===== src/rtl/cwc_capture_reader.sv =====
// Reads a circular capture RAM oldest-sample-first and streams it as a byte frame.
// Frame layout: 0xA5, count[hi], count[lo], then ceil(DATA_W/8) bytes per sample, MSB first.
module cwc_capture_reader #(
    parameter int DATA_W = 107,
    parameter int ADDR_W = 10
) (
    input  logic                clk,
    input  logic                rst_n,
    input  logic                start,
    input  logic [ADDR_W-1:0]   trig_addr,
    input  logic [ADDR_W:0]     sample_count,
    output logic                ram_rd_en,
    output logic [ADDR_W-1:0]   ram_rd_addr,
    input  logic [DATA_W-1:0]   ram_rd_data,
    output logic [7:0]          tx_data,
    output logic                tx_valid,
    input  logic                tx_ready,
    output logic                tx_last,
    output logic                busy,
    output logic                done
);

    localparam int NB    = (DATA_W + 7) / 8;
    localparam int SH_W  = NB * 8;
    localparam int BI_W  = $clog2(NB + 1);
    localparam int CNT_W = ADDR_W + 1;

    localparam logic [CNT_W-1:0]  DEPTH     = {1'b1, {ADDR_W{1'b0}}};
    localparam logic [CNT_W-1:0]  ONE_CNT   = {{(CNT_W-1){1'b0}}, 1'b1};
    localparam logic [CNT_W-1:0]  ZERO_CNT  = {CNT_W{1'b0}};
    localparam logic [ADDR_W-1:0] ONE_ADDR  = {{(ADDR_W-1){1'b0}}, 1'b1};
    localparam logic [BI_W-1:0]   ONE_BI    = {{(BI_W-1){1'b0}}, 1'b1};
    localparam logic [BI_W-1:0]   LAST_BYTE = BI_W'(NB - 1);

    typedef enum logic [2:0] {
        ST_IDLE  = 3'd0,
        ST_HDR   = 3'd1,
        ST_FETCH = 3'd2,
        ST_WAIT  = 3'd3,
        ST_SEND  = 3'd4,
        ST_DONE  = 3'd5
    } state_t;

    state_t              state_r, state_s;
    logic [1:0]          hdr_idx_r, hdr_idx_s;
    logic [BI_W-1:0]     byte_idx_r, byte_idx_s;
    logic [CNT_W-1:0]    cnt_r, cnt_s;
    logic [CNT_W-1:0]    remain_r, remain_s;
    logic [ADDR_W-1:0]   rd_ptr_r, rd_ptr_s;
    logic [SH_W-1:0]     shift_r, shift_s;
    logic [7:0]          tx_data_r, tx_data_s;
    logic                tx_valid_r, tx_valid_s;
    logic                tx_last_r, tx_last_s;
    logic                busy_r, busy_s;
    logic                done_r, done_s;
    logic                ram_rd_en_r, ram_rd_en_s;
    logic [ADDR_W-1:0]   ram_rd_addr_r, ram_rd_addr_s;

    logic                xfer_s;
    logic [CNT_W-1:0]    cnt_in_s;
    logic [15:0]         cnt_ext_s;

    assign xfer_s    = tx_valid_r & tx_ready;
    assign cnt_in_s  = (sample_count > DEPTH) ? DEPTH : sample_count;
    assign cnt_ext_s = {{(16-CNT_W){1'b0}}, cnt_r};

    // State register
    always_ff @(posedge clk or negedge rst_n) begin
        if (!rst_n) begin
            state_r <= ST_IDLE;
        end else begin
            state_r <= state_s;
        end
    end

    // Next-state logic
    always_comb begin
        state_s = state_r;
        case (state_r)
            ST_IDLE: begin
                if (start) state_s = ST_HDR;
                else       state_s = ST_IDLE;
            end
            ST_HDR: begin
                if (xfer_s && (hdr_idx_r == 2'd2)) state_s = (cnt_r == ZERO_CNT) ? ST_DONE : ST_FETCH;
                else                                state_s = ST_HDR;
            end
            ST_FETCH: state_s = ST_WAIT;
            ST_WAIT:  state_s = ST_SEND;
            ST_SEND: begin
                if (xfer_s && (byte_idx_r == LAST_BYTE)) state_s = (remain_r == ONE_CNT) ? ST_DONE : ST_FETCH;
                else                                     state_s = ST_SEND;
            end
            ST_DONE:  state_s = ST_IDLE;
            default:  state_s = ST_IDLE;
        endcase
    end

    // Output and datapath next values; every output is registered below
    always_comb begin
        hdr_idx_s  = hdr_idx_r;
        byte_idx_s = byte_idx_r;
        cnt_s      = cnt_r;
        remain_s   = remain_r;
        rd_ptr_s   = rd_ptr_r;
        shift_s    = shift_r;
        tx_data_s  = tx_data_r;
        tx_valid_s = tx_valid_r;
        tx_last_s  = tx_last_r;
        busy_s     = busy_r;
        done_s     = 1'b0;
        case (state_r)
            ST_IDLE: begin
                if (start) begin
                    cnt_s      = cnt_in_s;
                    remain_s   = cnt_in_s;
                    rd_ptr_s   = trig_addr + ONE_ADDR;
                    hdr_idx_s  = 2'd0;
                    tx_data_s  = 8'hA5;
                    tx_valid_s = 1'b1;
                    tx_last_s  = 1'b0;
                    busy_s     = 1'b1;
                end else begin
                    busy_s     = 1'b0;
                end
            end
            ST_HDR: begin
                if (xfer_s) begin
                    hdr_idx_s = hdr_idx_r + 2'd1;
                    case (hdr_idx_r)
                        2'd0: tx_data_s = cnt_ext_s[15:8];
                        2'd1: begin
                            tx_data_s = cnt_ext_s[7:0];
                            tx_last_s = (cnt_r == ZERO_CNT);
                        end
                        default: begin
                            tx_valid_s = 1'b0;
                            tx_last_s  = 1'b0;
                        end
                    endcase
                end else begin
                    hdr_idx_s = hdr_idx_r;
                end
            end
            ST_WAIT: begin
                // The RAM word arrives this cycle; pad at the MSB end and present its top byte
                shift_s                = {SH_W{1'b0}};
                shift_s[DATA_W-1:0]    = ram_rd_data;
                byte_idx_s             = {BI_W{1'b0}};
                tx_data_s              = shift_s[SH_W-1 -: 8];
                tx_valid_s             = 1'b1;
                tx_last_s              = (remain_r == ONE_CNT) && (byte_idx_s == LAST_BYTE);
            end
            ST_SEND: begin
                if (xfer_s && (byte_idx_r == LAST_BYTE)) begin
                    byte_idx_s = {BI_W{1'b0}};
                    rd_ptr_s   = rd_ptr_r + ONE_ADDR;
                    remain_s   = remain_r - ONE_CNT;
                    tx_valid_s = 1'b0;
                    tx_last_s  = 1'b0;
                end else if (xfer_s) begin
                    byte_idx_s = byte_idx_r + ONE_BI;
                    shift_s    = {shift_r[SH_W-9:0], 8'h00};
                    tx_data_s  = shift_s[SH_W-1 -: 8];
                    tx_last_s  = (remain_r == ONE_CNT) && (byte_idx_s == LAST_BYTE);
                end else begin
                    byte_idx_s = byte_idx_r;
                end
            end
            ST_FETCH: tx_valid_s = 1'b0;
            ST_DONE:  tx_valid_s = 1'b0;
            default: begin
                tx_valid_s = 1'b0;
                tx_last_s  = 1'b0;
            end
        endcase
        if (state_s == ST_DONE) begin
            done_s = 1'b1;
            busy_s = 1'b0;
        end else begin
            done_s = 1'b0;
        end
        ram_rd_en_s = (state_s == ST_FETCH);
        if (state_s == ST_FETCH) ram_rd_addr_s = rd_ptr_s;
        else                     ram_rd_addr_s = ram_rd_addr_r;
    end

    // Datapath and output registers
    always_ff @(posedge clk or negedge rst_n) begin
        if (!rst_n) begin
            hdr_idx_r     <= 2'd0;
            byte_idx_r    <= {BI_W{1'b0}};
            cnt_r         <= {CNT_W{1'b0}};
            remain_r      <= {CNT_W{1'b0}};
            rd_ptr_r      <= {ADDR_W{1'b0}};
            shift_r       <= {SH_W{1'b0}};
            tx_data_r     <= 8'h00;
            tx_valid_r    <= 1'b0;
            tx_last_r     <= 1'b0;
            busy_r        <= 1'b0;
            done_r        <= 1'b0;
            ram_rd_en_r   <= 1'b0;
            ram_rd_addr_r <= {ADDR_W{1'b0}};
        end else begin
            hdr_idx_r     <= hdr_idx_s;
            byte_idx_r    <= byte_idx_s;
            cnt_r         <= cnt_s;
            remain_r      <= remain_s;
            rd_ptr_r      <= rd_ptr_s;
            shift_r       <= shift_s;
            tx_data_r     <= tx_data_s;
            tx_valid_r    <= tx_valid_s;
            tx_last_r     <= tx_last_s;
            busy_r        <= busy_s;
            done_r        <= done_s;
            ram_rd_en_r   <= ram_rd_en_s;
            ram_rd_addr_r <= ram_rd_addr_s;
        end
    end

    assign tx_data     = tx_data_r;
    assign tx_valid    = tx_valid_r;
    assign tx_last     = tx_last_r;
    assign busy        = busy_r;
    assign done        = done_r;
    assign ram_rd_en   = ram_rd_en_r;
    assign ram_rd_addr = ram_rd_addr_r;

endmodule


===== config.mk =====
export PLATFORM = sky130hd
export DESIGN_NAME = cwc_capture_reader
export DESIGN_NICKNAME = d
export VERILOG_FILES = /design/src/rtl/cwc_capture_reader.sv
export SDC_FILE = /design/constraint.sdc
export NUM_CORES = 1
export LEC_CHECK = 0
export CAP_MARGIN = 20
export CELL_PAD_IN_SITES_DETAIL_PLACEMENT = 1
export CELL_PAD_IN_SITES_GLOBAL_PLACEMENT = 1
export CORE_ASPECT_RATIO = 0.75
export CORE_MARGIN = 2
export CORE_UTILIZATION = 35
export DETAILED_ROUTE_END_ITERATION = 6
export PLACE_DENSITY = 0.73
export SLEW_MARGIN = 10
export SYNTH_ARGS = -nofsm -noshare
export SYNTH_HDL_FRONTEND = slang
export SYNTH_SLANG_ARGS = --single-unit
export TNS_END_PERCENT = 50

===== constraint.sdc =====
create_clock -name clk -period 2.8 [get_ports clk]
set_clock_uncertainty 0.2 [all_clocks]
set_input_delay 0.42 -clock clk [delete_from_list [all_inputs] [get_ports clk]]
set_output_delay 0.42 -clock clk [all_outputs]
set_load 0.1 [all_outputs]

After elaboration in Yosys (flattened, before gate mapping)
Index checks and enable logic that the tools add are counted.
{"block": "word_totals", "regBits": 168, "in_bits": 132, "word_cells": 107, "out_inout_bits": 23}
{"block": "op_classes", "order_cmp": 1, "bitwise": 2, "n_reduce_logical": 21, "n_addsub": 5, "n_eq_ne": 21, "n_mux": 43}
{"operator": "$mux W104", "count": 2}
{"operator": "$pmux W104 S2", "count": 1}
{"operator": "$mux W11", "count": 3}
{"operator": "$mux W8", "count": 4}
{"operator": "$pmux W8 S4", "count": 1}
{"operator": "$pmux W11 S2", "count": 1}
{"operator": "$add A10 B1 Y10 const B", "count": 2}
{"operator": "$mux W10", "count": 2}
{"operator": "$pmux W10 S2", "count": 1}
{"operator": "$pmux W8 S2", "count": 1}
{"operator": "$pmux W3 S5", "count": 1}
{"operator": "$ne A2 B2 Y1 const B", "count": 7}
{"operator": "$mux W1", "count": 13}
{"operator": "$mux W3", "count": 4}
{"operator": "$eq A11 B1 Y1 const B", "count": 1}
{"operator": "$gt A11 B11 Y1 const B", "count": 1}
{"operator": "$logic_not A11 Y1", "count": 1}
{"operator": "$sub A11 B1 Y11 const B", "count": 1}
{"operator": "$eq A3 B2 Y1 const B", "count": 3}
{"operator": "$eq A3 B3 Y1 const B", "count": 3}
{"operator": "$reduce_and A3 Y1", "count": 3}
{"operator": "$eq A4 B4 Y1 const B", "count": 2}
{"operator": "$mux W4", "count": 2}
{"operator": "$pmux W1 S4", "count": 2}
{"operator": "other kinds (23)", "count": 31}

Depth between registers and ports, before layout
Gate-level depths: netlist of the first run.
{"block": "depth", "ltp_word": 6, "ltp_mapped": 9, "ltp_nobuf": 7}

Least setup slack after synthesis of the first run
OpenSTA, ideal clock, no wires.
{"block": "synth_timing", "path_type": "register -> register", "start": "reg tx_valid_r (netlist: tx_valid)", "end": "reg tx_data_r[0] (netlist: tx_data[0])", "path_buffers": 1, "period_less_slack_ns": 2.879, "required_time_ns": 2.475, "path_stages_with_launch": 7, "setup_slack_ns": -0.079, "setup_ns": 0.125, "arrival_ns": 2.553, "path_cell_list": "dfrtp_1 nand4_1 nor2_2 nand2_1 a32o_1 clkbuf_1 mux2_2"}
{"block": "synth_via", "elab_chain_len": 4, "word_cells_on_any_way": 6, "classes_between": "3 x eq/ne; 1 x bitwise; 2 x reduce/logical"}
{"item": "start, declared", "line_no": "52", "rtl": "logic tx_valid_r, tx_valid_s;"}
{"item": "start signal, assigned", "line_no": "212", "rtl": "tx_valid_r <= tx_valid_s;"}
{"item": "$and A1 B1 Y1 *", "line_no": "63", "rtl": "assign xfer_s = tx_valid_r & tx_ready;"}
{"item": "$logic_and A1 B1 Y1", "line_no": "155", "rtl": "if (xfer_s && (byte_idx_r == LAST_BYTE)) begin"}
{"item": "$ne A2 B2 Y1 (no line)"}
{"item": "$reduce_and A6 Y1 (no line) *"}
{"item": "end signal, assigned", "line_no": "211", "rtl": "tx_data_r <= tx_data_s;"}
{"item": "end, declared", "line_no": "51", "rtl": "logic [7:0] tx_data_r, tx_data_s;"}
Mark *: on every way between the ends. The rest lies on a longest branch, timed or not.
A chain may end at the register's enable or synchronous reset.

Final worst setup path of the first run
{"block": "layout_timing", "start": "reg remain_r[0]", "end": "reg remain_r[6]"}
{"block": "layout_via", "elab_chain_len": 3}
{"item": "start, declared", "line_no": "48", "rtl": "logic [CNT_W-1:0] remain_r, remain_s;"}
{"item": "start signal, assigned", "line_no": "194", "rtl": "remain_r <= {CNT_W{1'b0}};"}
{"item": "start signal, assigned", "line_no": "208", "rtl": "remain_r <= remain_s;"}
{"item": "$sub A11 B1 Y11", "line_no": "158", "rtl": "remain_s = remain_r - ONE_CNT;"}
{"item": "$mux W11", "line_no": "155"}
{"item": "$pmux W11 S2", "line_no": "112", "rtl": "case (state_r)"}
Every way passes these cells. The select of a mux whose other input is x is not followed.

==> results.txt, run 1 <==
The tool flagged a number of max-cap violations equal to 0. The class of the most critical hold timing path is reg2reg. Dividing the detail-routed via count by the number of cells gives 5.30.

Yosys mapped a number of flops with a built-in enable equal to 0. The final hold violation count was 0; the post-synthesis instance total was 942. The share of synthesized flip-flops with an asynchronous set or reset is 1.00. In the routed design, unresolved DRC markers number 0. The run gives 0 ns as the sum of negative setup slack. Internal power comes to 6.43 mW.

The share of post-route cells with drive strength above 1 is 0.114. The minimum clock period after layout came out at 2.65 ns. Average wire per standard cell: 18.2 um. IR analysis of the VDD net gives a maximum drop of 0.497 mV. For the global-route usage over all layers, the log shows 0.215. Clock slew seen by the registers of the worst setup and hold paths: 0.07 ns. The via count of the first global-routing pass was 7,670. Once detail routing completed, the nets flagged for antenna violations numbered 0. CTS built an H-tree with a depth of 4. The tools report the arrival time at the worst endpoint as 2.73 ns. For the top-level port count, the log shows 155.

The aggregate global routing overflow is 0, and the Yosys warning count is 0. The die is 181 um wide. The clock net sink count was 168.

The tools report the sum of routed wire length over all layers as 25,600 um. Summed over all nets, the half-perimeter wirelength after detailed placement is 18,100 um. For the final count of negative-setup-slack endpoints, the log shows 0. Summing internal, switching and leakage power gives 11.1 mW. Synthesis produced a netlist with a net count of 1,084.

The dominant register cell in the synthesized netlist was dfrtp_1. Layout overhead on the synthesized area: 31.1%. In this run, distinct cell masters in the synthesized netlist total 63. The flow ran to the end, and the final reports show no timing, DRC or antenna violations.

The share of the cycle needed by the critical path after routing is 0.945. The maximum clock insertion buffer count was 2; the row count was 48. The worst relative slew slack is 0.517.

The top-area cell type share of the netlist area is 0.509. Summed over all nets, the switching power comes to 4.69 mW. The antenna cell count came out at 0. TritonCTS built the clock tree. Sequential-to-total area share from yosys stat: 0.509.

STA classifies the critical path endpoint as a flip-flop. The die is 137 um tall. Fill cells in the final layout number 2,655.

The largest net degree at the start of global routing was 118. Cell taking the most area after synthesis: dfrtp_1. For this block, the initial DRC count from the detailed router was 660. The tools report the first-pass GRT wire length as 41,700 um. The tree is rooted in a clkbuf_16. The total number of nets in the final design came out at 1,239. In the post-synthesis netlist, the biggest area contributors are dfrtp_1 (51%), nand2_1 (11%), a31oi_1 (7.6%).

The floorplan step defined a die boundary enclosing 24,900 um2. The first detailed-routing pass ran for 4 iterations. The number of I/O port buffers is 154. The critical path is of the reg2reg type. The number of clock buffers added by TritonCTS is 17. The placeable core region was 23,100 um2.

The run gives 0 as the max-slew violation count. Summing every instance area after synthesis gives 8270 um2. The initial core utilization was 0.358; the mean instance size in the synthesized netlist was 8.78 um2.

The routed layout has 7,467 vias. The clock share of power was 0.204; the transition time at the pin with the least slew margin was 0.725 ns. Clock latency on the worst-skew pair, taken at its later pin, is 0.44 ns. The switching part of the total power came out at 0.422. The run gives 0 as the initial antenna violation count.

Relative contribution of combinational cells to total power: 0.419. Setup repair after global routing left no endpoint under its margin. The static power due to leakage is 4.58 nW. Along the worst path, the maximum fanout reaches 5. Routability-driven placement finished with a final weighted congestion of 0.832.

STA classifies the critical path startpoint as a flip-flop. The ratio of total power to cell area works out to 1030 nW/um2. At the worst endpoint, the required time is 2.89 ns.

Synthesized flop and latch total: 168. The tools report the fraction of power consumed by sequential logic as 0.377. Based on the critical path, the design can be clocked at up to 378 MHz.
==> layout make-up <==
type | instances | area (um2) | share of cell area
Sequential cell | 168 | 4210 | 0.388
Multi-Input combinational cell | 700 | 3770 | 0.348
Timing Repair Buffer | 196 | 1880 | 0.174
Clock buffer | 22 | 454 | 0.0419
Tap cell | 300 | 375 | 0.0346
Clock inverter | 10 | 98.8 | 0.00912
Inverter | 14 | 52.6 | 0.00485
==> critical path, cell delays in order (launching register included) <==
cell and delay [ns]:
dfrtp_1 0.39, buf_4 0.16, inv_1 0.07, ha_1 0.18
or3b_2 0.52, or3_1 0.41, o21a_1 0.21, o21ai_0 0.17
o311ai_1 0.18
==> stage by stage <==
step	std cells	hold WS (ns)	cell area, um2	utilization	setup slack [ns]
floorplan	942	-0.0756	8270	-	0.280
global placement	1376	0.250	10200	0.443	0.0199
detailed placement	1376	0.255	10200	0.443	0.0190
CTS	1409	0.306	10800	0.468	0.000873
global route	1410	0.323	10800	0.469	0.0412
finish	1410	0.307	10800	0.469	0.155
==> timing repair <==
item / in CTS / in global routing
setup buffers: 0 / 1
setup endpoints to repair: 2 / 12
pin swaps: 1 / 1
endpoints found under the hold margin: 54 / 0
gates resized for setup: 0 / 3
hold buffers: 1 / 0
==> power groups by stage <==
stage / sequential (mW) / combinational [mW] / clock (mW)
final: 4.19 / 4.65 / 2.27
after global routing: 4.34 / 5.12 / 2.42
after CTS: 4.19 / 4.67 / 2.32
after detailed placement: 4.22 / 4.63 / 0
after global placement: 4.17 / 4.50 / 0
after floorplan: 4.92 / 2.42 / 0
==> cell families after synthesis <==
family          share of synthesized area
simple gates                        0.231
mux                                0.0381
buf+inv                            0.0383
compound gates                      0.160
xor+xnor                          0.00954
flops                               0.509
fa+ha+maj                          0.0151
==> cell usage in the layout (no fill, tap or decap), types with 3 or more instances in the layout <==
cell type | Yosys | layout
ha_1 | 10 | 10
and2_1 | 6 | 6
and3_1 | 3 | 3
a21oi_1 | 18 | 17
o21bai_1 | 4 | 4
buf_12 | 1 | 5
nand3_1 | 14 | 14
nor2_1 | 128 | 128
inv_1 | 14 | 14
mux2i_1 | 6 | 6
a31oi_1 | 101 | 101
a22o_1 | 12 | 12
buf_4 | 0 | 58
nor4_1 | 8 | 7
clkinv_4 | 0 | 3
a22oi_1 | 3 | 3
clkbuf_1 | 38 | 4
mux2_4 | 8 | 8
clkbuf_16 | 0 | 18
a32o_1 | 3 | 3
and4_1 | 3 | 3
xnor2_1 | 3 | 3
o211ai_1 | 6 | 6
nand4_1 | 10 | 10
clkdlybuf4s50_1 | 0 | 130
nand2_1 | 252 | 252
clkinvlp_4 | 0 | 5
xor2_1 | 6 | 6
o31ai_1 | 3 | 3
nor3_1 | 7 | 7
mux2_2 | 12 | 12
nand2b_1 | 3 | 3
o21ai_0 | 30 | 30
dfrtp_1 | 168 | 167
==> cells in the mapped netlist (all sizes together) (3+ instances only) <==
cell	n
o31ai	3
nand2b	3
nor4	8
and2	6
clkbuf	38
and4	3
a31oi	101
mux2	20
o21bai	4
nor3	8
a32o	3
buf	22
nand3	14
and3	3
nand4	10
a22oi	3
mux2i	6
or3	3
o211ai	6
a22o	12
nor2	129
ha	10
xor2	6
inv	14
dfrtp	168
a21oi	19
o21ai	32
nand2	252
xnor2	3
==> path summary, 6_finish.rpt <==
| kind | from | endpoint | slack [ns] | cells past startpoint |
|---|---|---|---|---|
| min reg2reg | shift_r[4] | shift_r[4] | 0.31 | 1 |
| max | remain_r[0] | remain_r[6] | 0.15 | 8 |
| min in group asynchronous | rst_n | shift_r[4] | 0.34 | 2 |
| min | shift_r[4] | shift_r[4] | 0.31 | 1 |
| max reg2reg | remain_r[0] | remain_r[6] | 0.15 | 8 |
| max in group asynchronous | rst_n | cnt_r[8] | 1.30 | 3 |
==> layer usage <==
| layer | routed length, um | GRT usage | vias to the layer above |
|---|---|---|---|
| met5 | 0 | 0 | - |
| met4 | 210 | 0.0547 | 0 |
| met3 | 853 | 0.0396 | 17 |
| met2 | 11800 | 0.335 | 147 |
| met1 | 12800 | 0.309 | 3728 |
| li1 | - | - | 3575 |
==> flip-flops by register name, indices dropped and copies added (netlist names) <==
| signal | count |
|---|---|
| hdr_idx_r | 2 |
| state_r | 3 |
| busy | 1 |
| tx_valid | 1 |
| byte_idx_r | 4 |
| rd_ptr_r | 10 |
| remain_r | 11 |
| ram_rd_addr | 10 |
| shift_r | 104 |
| tx_data | 8 |
| tx_last | 1 |
| cnt_r | 11 |
| ram_rd_en | 1 |
| done | 1 |
Power figures use the tool's default switching activity.
==> run 2: changes to the inputs <==
--- a/config.mk
+++ b/config.mk
@@ -12,6 +12,7 @@
 export CORE_MARGIN = 2
 export CORE_UTILIZATION = 35
 export DETAILED_ROUTE_END_ITERATION = 6
+export GPL_TIMING_DRIVEN = 0
 export PLACE_DENSITY = 0.73
 export SLEW_MARGIN = 10
 export SYNTH_ARGS = -nofsm -noshare
==> run 2 against run 1 <==
  * Die area unchanged
  * Via count rose by 2.2%
  * Sequential cell count stayed put
  * Cell count grew 1.8%
  * Utilization increased by 0.23 points
  * Sequential power about the same
  * Fmax shrank 3.0%
  * Critical path type unchanged
==> results.txt, run 2 (synthesis results as in run 1) <==
For the clock buffer count from CTS, the log shows 17 (unchanged). The tools report the maximum clock frequency as 367 MHz (-3.0%). The switching part of the total power came out at 0.434 (+0.0120).

The highest fanout seen on the critical path is 10 (+5). The run gives 48 (unchanged) as the row count. The tools report the aggregate global routing overflow as 0 (unchanged). The overall die area came out at 24,900 um2 (unchanged). The number of standard cells in the final layout excluding fillers is 1,436 (+1.8%), and the instance area after placement is 10,200 um2 (-0.29%).

The share of post-route cells with drive strength above 1 is 0.0871 (-0.0273). The cell with the largest stage delay on the worst path is or4b_2. For the endpoint required time on the critical path, the log shows 2.92 ns (+0.03 ns).

For the insertion delay of the later-clocked pin in the worst-skew pair, the log shows 0.44 ns (about the same). The register-to-register setup slack is 0.07 ns (-0.08 ns), and the average wire per standard cell is 18.8 um (+3.7%). For the internal portion of total power, the log shows 6.35 mW (-1.2%).

The logs give 20,400 um (+13%) for the placed wire-length estimate and 0.0728 ns (-0.0818 ns) for the worst path setup slack after routing. The largest registers in the layout are shift_r x104, cnt_r x11, remain_r x11. The antenna cell count was 0 (unchanged). The run gives 2.85 ns (+0.12 ns) as the arrival time at the worst endpoint. The worst hold path belongs to the class reg2reg. The run gives 11.2 mW (+0.90%) as the power after layout. The gate family responsible for the most delay along the worst path was simple AND/OR/NAND/NOR gates. The relative contribution of combinational cells to total power came out at 0.420 (about the same). The cell sitting at the root of the clock tree is a clkbuf_16. The sequential cell area in the final layout is 4210 um2 (unchanged). Setup repair after global routing left no endpoint under its margin. Number of design rule violations left after detail routing: 0 (unchanged). The tools report the first-pass GRT wire length as 43,200 um (+3.6%). The run gives 101 (-14%) as the largest net degree at the start of global routing.

The post-route antenna net violation count was 0 (unchanged). The count of placed standard cells including taps was 1,397 (+1.5%); the global-route usage over all layers was 0.225 (+0.0104). The number of fillers in the final layout is 2,673 (+0.68%), and the initial antenna violation count is 0 (unchanged). The tools report the maximum clock insertion buffer count as 2 (unchanged). The transition time at the pin with the least slew margin was 1.01 ns (+0.283 ns); the worst slack at placement was -0.568 ns (-0.587 ns). The clock slew seen by the registers of the worst setup and hold paths is 0.07 ns (about the same), and the number of flip-flops under the largest register name is 104 (unchanged).

For the via count of the first global-routing pass, the log shows 7,741 (+0.93%). Count of vias placed by the detailed router: 7,630 (+2.2%). The share of the cycle needed by the critical path after routing works out to 0.974 (+0.0292).

STA classifies the critical path startpoint as a flip-flop. The number of I/O port buffers was 154 (unchanged); the minimum clock period after layout was 2.73 ns (+0.0818 ns). For the worst relative slew slack, the log shows 0.326 (-0.191). The critical path class is reg2reg. The total number of nets in the final design was 1,265 (+2.1%); the ratio of total power to cell area was 1030 nW/um2 (+0.40%).

Clock net sink count: 168 (unchanged). The area growth from synthesis to layout is 31.8%. The number of design-rule violations left by the first detailed-router iteration came out at 489 (-26%). The total number of H-tree levels came out at 4 (unchanged). Worst-case vdd ir drop: 0.478 mV (-3.7%). The static power due to leakage is 4.56 nW (-0.25%), and the largest stage delay on the critical path is 0.65 ns (+0.13 ns). The number of buffer and inverter instances along the worst setup path works out to 1 (-1).

The library cell used most frequently in the layout, excluding fill and tap cells, is nand2_1. For the top-level port count, the log shows 155 (unchanged). In the layout the commonest cells are nand2_1 (252), dfrtp_1 (167), clkdlybuf4s50_1 (153). STA classifies the critical path endpoint as a flip-flop. The logs give 4.87 mW (+3.8%) for the net switching power figure and 0.373 (-0.004) for the fraction of power consumed by sequential logic.

The run gives 0 (unchanged) as the final hold violation count. The routability congestion estimate from global placement is 0.839 (+0.76%), and the final count of negative-setup-slack endpoints is 0 (unchanged). The placeable core region came out at 23,100 um2 (unchanged). Counting flops per register, the top entry is shift_r. The run gives 10,900 um2 (+0.50%) as the final standard cell area without fillers. Number of detailed-routing iterations run before antenna repair: 4 (unchanged).

The mean number of vias per cell is 5.31 (+0.33%). The flow ran to the end, and the final reports show no timing, DRC or antenna violations. The die width was 181 um (unchanged); the number of max-capacitance violations reported was 0 (unchanged). The height of the chip was 137 um (unchanged). TritonCTS built the clock tree. The logs give 0.305 ns (-0.00207 ns) for the tightest hold margin and 0.358 (unchanged) for the initial core utilization. The run gives 3780 um2 (+0.27%) as the area occupied by multi-input gates. The signal on the critical path passes through ha_1 -> or4b_2 -> or2_4 -> a21oi_4 -> buf_12 -> mux2_4. The logs give 0 (unchanged) for the max-slew violation count and 0.207 (+0.003) for the clock share of power. For the sum of routed wire length over all layers, the log shows 27,000 um (+5.6%).
[run 2: cell types whose count changed in the layout (fill, tap and decap cells not counted), sizes merged]
cell,delta
clkbuf,+33
clkdlybuf4s50,+23
clkinvlp,-4
inv,+8
clkinv,+2
bufinv,-1
buf,-35
[run 2: repair_timing]
item / in CTS / in global routing
setup endpoints to repair: 110 / 75
hold endpoints to repair: 99 / 0
pin swaps: 1 / 0
gates resized for setup: 6 / 8
buffers inserted: 3 / 3
hold buffers: 1 / 0
[run 2: power by group through the flow]
| stage | logic [mW] | clock network [mW] | registers (mW) |
|---|---|---|---|
| global route | 5.16 | 2.48 | 4.31 |
| detailed placement | 4.68 | 0 | 4.20 |
| floorplan | 2.42 | 0 | 4.92 |
| finish | 4.71 | 2.32 | 4.18 |
| CTS | 4.70 | 2.37 | 4.17 |
| global placement | 4.55 | 0 | 4.16 |
[run 2: stage by stage]
| stage | util | setup TNS [ns] |
|---|---|---|
| detailed placement | 0.442 | -47.04 |
| CTS | 0.469 | 0 |
| global route | 0.471 | 0 |
| floorplan | - | 0 |
| finish | 0.471 | 0 |
| global placement | 0.440 | -1086.25 |
[run 2: area by class of cell]
cell class / count / share of cell area
multi-input combinational: 700 / 0.347
clock buffer: 17 / 0.0390
tap: 300 / 0.0345
inverter: 14 / 0.00482
timing repair buffer: 162 / 0.150
clock inverter: 15 / 0.0141
buffer: 60 / 0.0249
sequential: 168 / 0.386
[run 2: worst paths after layout]
| path | cells after the start | from | end |
|---|---|---|---|
| max | 6 | remain_r[0] | ram_rd_addr[5] |
| min | 1 | shift_r[5] | shift_r[5] |
| max reg2reg | 6 | remain_r[0] | ram_rd_addr[5] |
| min reg2reg | 1 | shift_r[5] | shift_r[5] |
| max in group asynchronous | 3 | rst_n | shift_r[34] |
| min in group asynchronous | 2 | rst_n | ram_rd_addr[1] |
[run 2: layer usage]
layer | vias up | track usage | part of all wire | wire length (um)
met1 | 3800 | 0.341 | 0.52 | 14000
met5 | - | 0 | 0 | 0
met4 | 0 | 0.0506 | 0.011 | 299
met3 | 25 | 0.0450 | 0.045 | 1220
met2 | 168 | 0.330 | 0.43 | 11500
li1 | 3637 | - | - | -
==> run 3: changes to the inputs <==
--- a/config.mk
+++ b/config.mk
@@ -12,8 +12,9 @@
 export CORE_MARGIN = 2
 export CORE_UTILIZATION = 35
 export DETAILED_ROUTE_END_ITERATION = 6
+export DONT_BUFFER_PORTS = 1
 export GPL_TIMING_DRIVEN = 0
-export PLACE_DENSITY = 0.73
+export PLACE_DENSITY = 0.64
 export SLEW_MARGIN = 10
 export SYNTH_ARGS = -nofsm -noshare
 export SYNTH_HDL_FRONTEND = slang
==> constraint.sdc (replaced) <==
create_clock -name clk -period 2.2 [get_ports clk]
set_clock_uncertainty 0.2 [all_clocks]
set_input_delay 0.33 -clock clk [delete_from_list [all_inputs] [get_ports clk]]
set_output_delay 0.33 -clock clk [all_outputs]
set_load 0.1 [all_outputs]
==> run 3 against run 2 <==
  * The flow now finishes with violations (hold timing, setup timing)
  * Utilization is 2.0 points higher
  * Cell count is 0.14% lower
  * Die area stayed put
  * Non-clock buffer count is 2 lower
  * Register-to-register slack worse by 0.44 ns
  * Fmax is 6.3% higher
  * Combinational power is 10% higher
  * Sequential cell count stayed put
  * Critical endpoint is now ram_rd_addr[3]
==> results.txt, run 3 (synthesis results as in run 1) <==
The run finished, with violations left. The final reports fail on hold timing, setup timing. The area growth from synthesis to layout is 37.3%. The clock net sink count is 168 (unchanged), and the max-slew violation count is 0 (unchanged).

The tools report the worst-case vdd ir drop as 0.683 mV (+43%). TritonCTS built the clock tree. Tightest hold margin: -0.623 ns (-0.928 ns). The die width came out at 181 um (unchanged).

The start of the worst register-to-register path was remain_r[4]. Setup repair after global routing could not meet its margin everywhere. The aggregate global routing overflow was 0 (unchanged); the count of placed standard cells including taps was 1,242 (-11%). The run gives 0.844 (+0.62%) as the routability congestion estimate from global placement. The final count of negative-setup-slack endpoints was 23 (+23).

Number of fillers in the final layout: 2,638 (-1.3%). Following the worst setup path forward leads to its endpoint at ram_rd_addr[3]. Critical path class: reg2reg. The tools report the source of the critical timing path as remain_r[4]. The ratio of total power to cell area came out at 1300 nW/um2 (+27%). The first-pass GRT wire length came out at 44,500 um (+3.2%). The run gives 6 (+2) as the number of detailed-routing iterations run before antenna repair.

The class of the most critical hold timing path was in2async. The number of I/O port buffers was 0 (-100%). The mean number of vias per cell is 5.41 (+1.9%). Antenna cell count: 0 (unchanged). The highest fanout seen on the critical path works out to 10 (unchanged).

Number of standard cells in the final layout excluding fillers: 1,434 (-0.14%). For the initial core utilization, the log shows 0.358 (unchanged). STA classifies the critical path endpoint as a flip-flop. The share of post-route cells with drive strength above 1 is 0.184 (+0.0972). For the power after layout, the log shows 14.8 mW (+32%). The average wire per standard cell works out to 20.3 um (+7.6%). The static power due to leakage is 4.81 nW (+5.4%), and the maximum clock frequency is 390 MHz (+6.3%). Clock tree synthesis selected as its root buffer the cell clkbuf_16. The arrival time at the worst endpoint is 2.68 ns (-0.17 ns), and the count of hold-fix buffers inserted at cts is 126 (+125). Count of vias placed by the detailed router: 7,761 (+1.7%).

Global-route usage over all layers: 0.232 (+0.00698). For the endpoint required time on the critical path, the log shows 2.31 ns (-0.61 ns). Placeable core region: 23,100 um2 (unchanged). Number of max-capacitance violations reported: 0 (unchanged). The top cell types in the final layout, fill and taps aside, are nand2_1 (246), dfrtp_1 (164), dlygate4sd3_1 (126). The clock buffer count from CTS came out at 17 (unchanged). The via count of the first global-routing pass is 7,887 (+1.9%), and the sum of routed wire length over all layers is 29,100 um (+7.5%). The run gives 0.359 (+0.0330) as the worst relative slew slack. The worst reg2reg path depth is 6 (unchanged), and the insertion delay of the later-clocked pin in the worst-skew pair is 0.44 ns (about the same). The run gives -0.818 ns (-0.249 ns) as the worst slack at placement. The clock slew seen by the registers of the worst setup and hold paths was 0.08 ns (about the same); the largest net degree at the start of global routing was 169 (+67%). The most common library cell in the layout ignoring fill and taps was nand2_1. The minimum clock period after layout was 2.57 ns (-0.161 ns).

The run gives 0 (unchanged) as the number of design rule violations left after detail routing. The number of flip-flops under the largest register name was 104 (unchanged). Reg-to-reg critical path endpoint: ram_rd_addr[3].

The total number of nets in the final design is 1,263 (-0.16%), and the final core area utilization is 0.491 (+0.0198). The run gives 48 (unchanged) as the row count. The run gives -0.37 ns (-0.44 ns) as the register-to-register setup slack. The tools report the worst path setup slack after routing as -0.366 ns (-0.439 ns). The run gives 0 (unchanged) as the post-route antenna net violation count.

The number of design-rule violations left by the first detailed-router iteration is 518 (+5.9%). The final hold violation count is 168 (+168), and the maximum clock insertion buffer count is 2 (unchanged). STA classifies the critical path startpoint as a flip-flop. The top-level port count is 155 (unchanged). The largest registers in the layout are shift_r x104, cnt_r x11, remain_r x11. The transition time at the pin with the least slew margin is 0.961 ns (-0.0464 ns), and the overall die area is 24,900 um2 (unchanged). The register with the most flip-flops was shift_r. The initial antenna violation count was 0 (unchanged). The total number of H-tree levels was 4 (unchanged); the height of the chip was 137 um (unchanged).

The share of the cycle needed by the critical path after routing was 1.17 (+0.192). The placed wire-length estimate was 19,100 um (-6.6%).
==> run 3: per-stage QoR <==
stage,TNS (ns),area (um2)
2_1_floorplan,-4.01,8270
3_3_place_gp,-93.45,8650
3_5_place_dp,-95.52,8650
4_1_cts,-7.13,10800
5_1_grt,-7.11,11400
6_report,-4.62,11400
==> run 3: worst max-delay path: stages (launching register included) <==
cell	delay (ns)
dfrtp_1	0.43
or4_4	0.51
or3_4	0.34
or2_4	0.25
a21oi_4	0.24
buf_12	0.18
mux2_4	0.30
==> run 3: how the worst min path moves through the flow <==
stage / start / end / slack [ns] / depth (start not counted)
global route: rst_n / tx_valid / -0.65 / 0
CTS: rst_n / tx_valid / -0.64 / 0
floorplan: rst_n / busy / -0.17 / 0
finish: rst_n / tx_valid / -0.62 / 0
detailed placement: rst_n / hdr_idx_r[1] / -0.16 / 0
global placement: rst_n / hdr_idx_r[1] / -0.16 / 0
==> run 3: metal layers <==
metal | vias up | global-route usage | part of all wire
li1 | 3648 | - | -
met1 | 3900 | 0.354 | 0.51
met2 | 193 | 0.341 | 0.43
met3 | 20 | 0.0460 | 0.046
met4 | 0 | 0.0465 | 0.0084
met5 | - | 0 | 0
==> run 3: layout make-up <==
class / instances / area [um2] / share of cell area
Buffer: 57 / 443 / 0.0390
Clock buffer: 20 / 457 / 0.0402
Clock inverter: 12 / 120 / 0.0106
Inverter: 14 / 52.6 / 0.00463
Multi-Input combinational cell: 700 / 4060 / 0.358
Sequential cell: 168 / 4210 / 0.371
Tap cell: 300 / 375 / 0.0331
Timing Repair Buffer: 163 / 1630 / 0.144
==> run 3: repair_timing <==
action | in CTS | in global routing
cloned | 0 | 4
endpoints found under the hold margin | 295 | 168
setup endpoints to repair | 163 | 162
setup buffers | 21 | 12
pin swaps | 5 | 16
resized for setup | 56 | 142
==> run 3: report_power, final <==
group	internal (mW)	total [mW]	switching [mW]
Combinational	2.47	5.18	2.71
Sequential	4.35	6.61	2.26
Clock	1.63	2.99	1.36
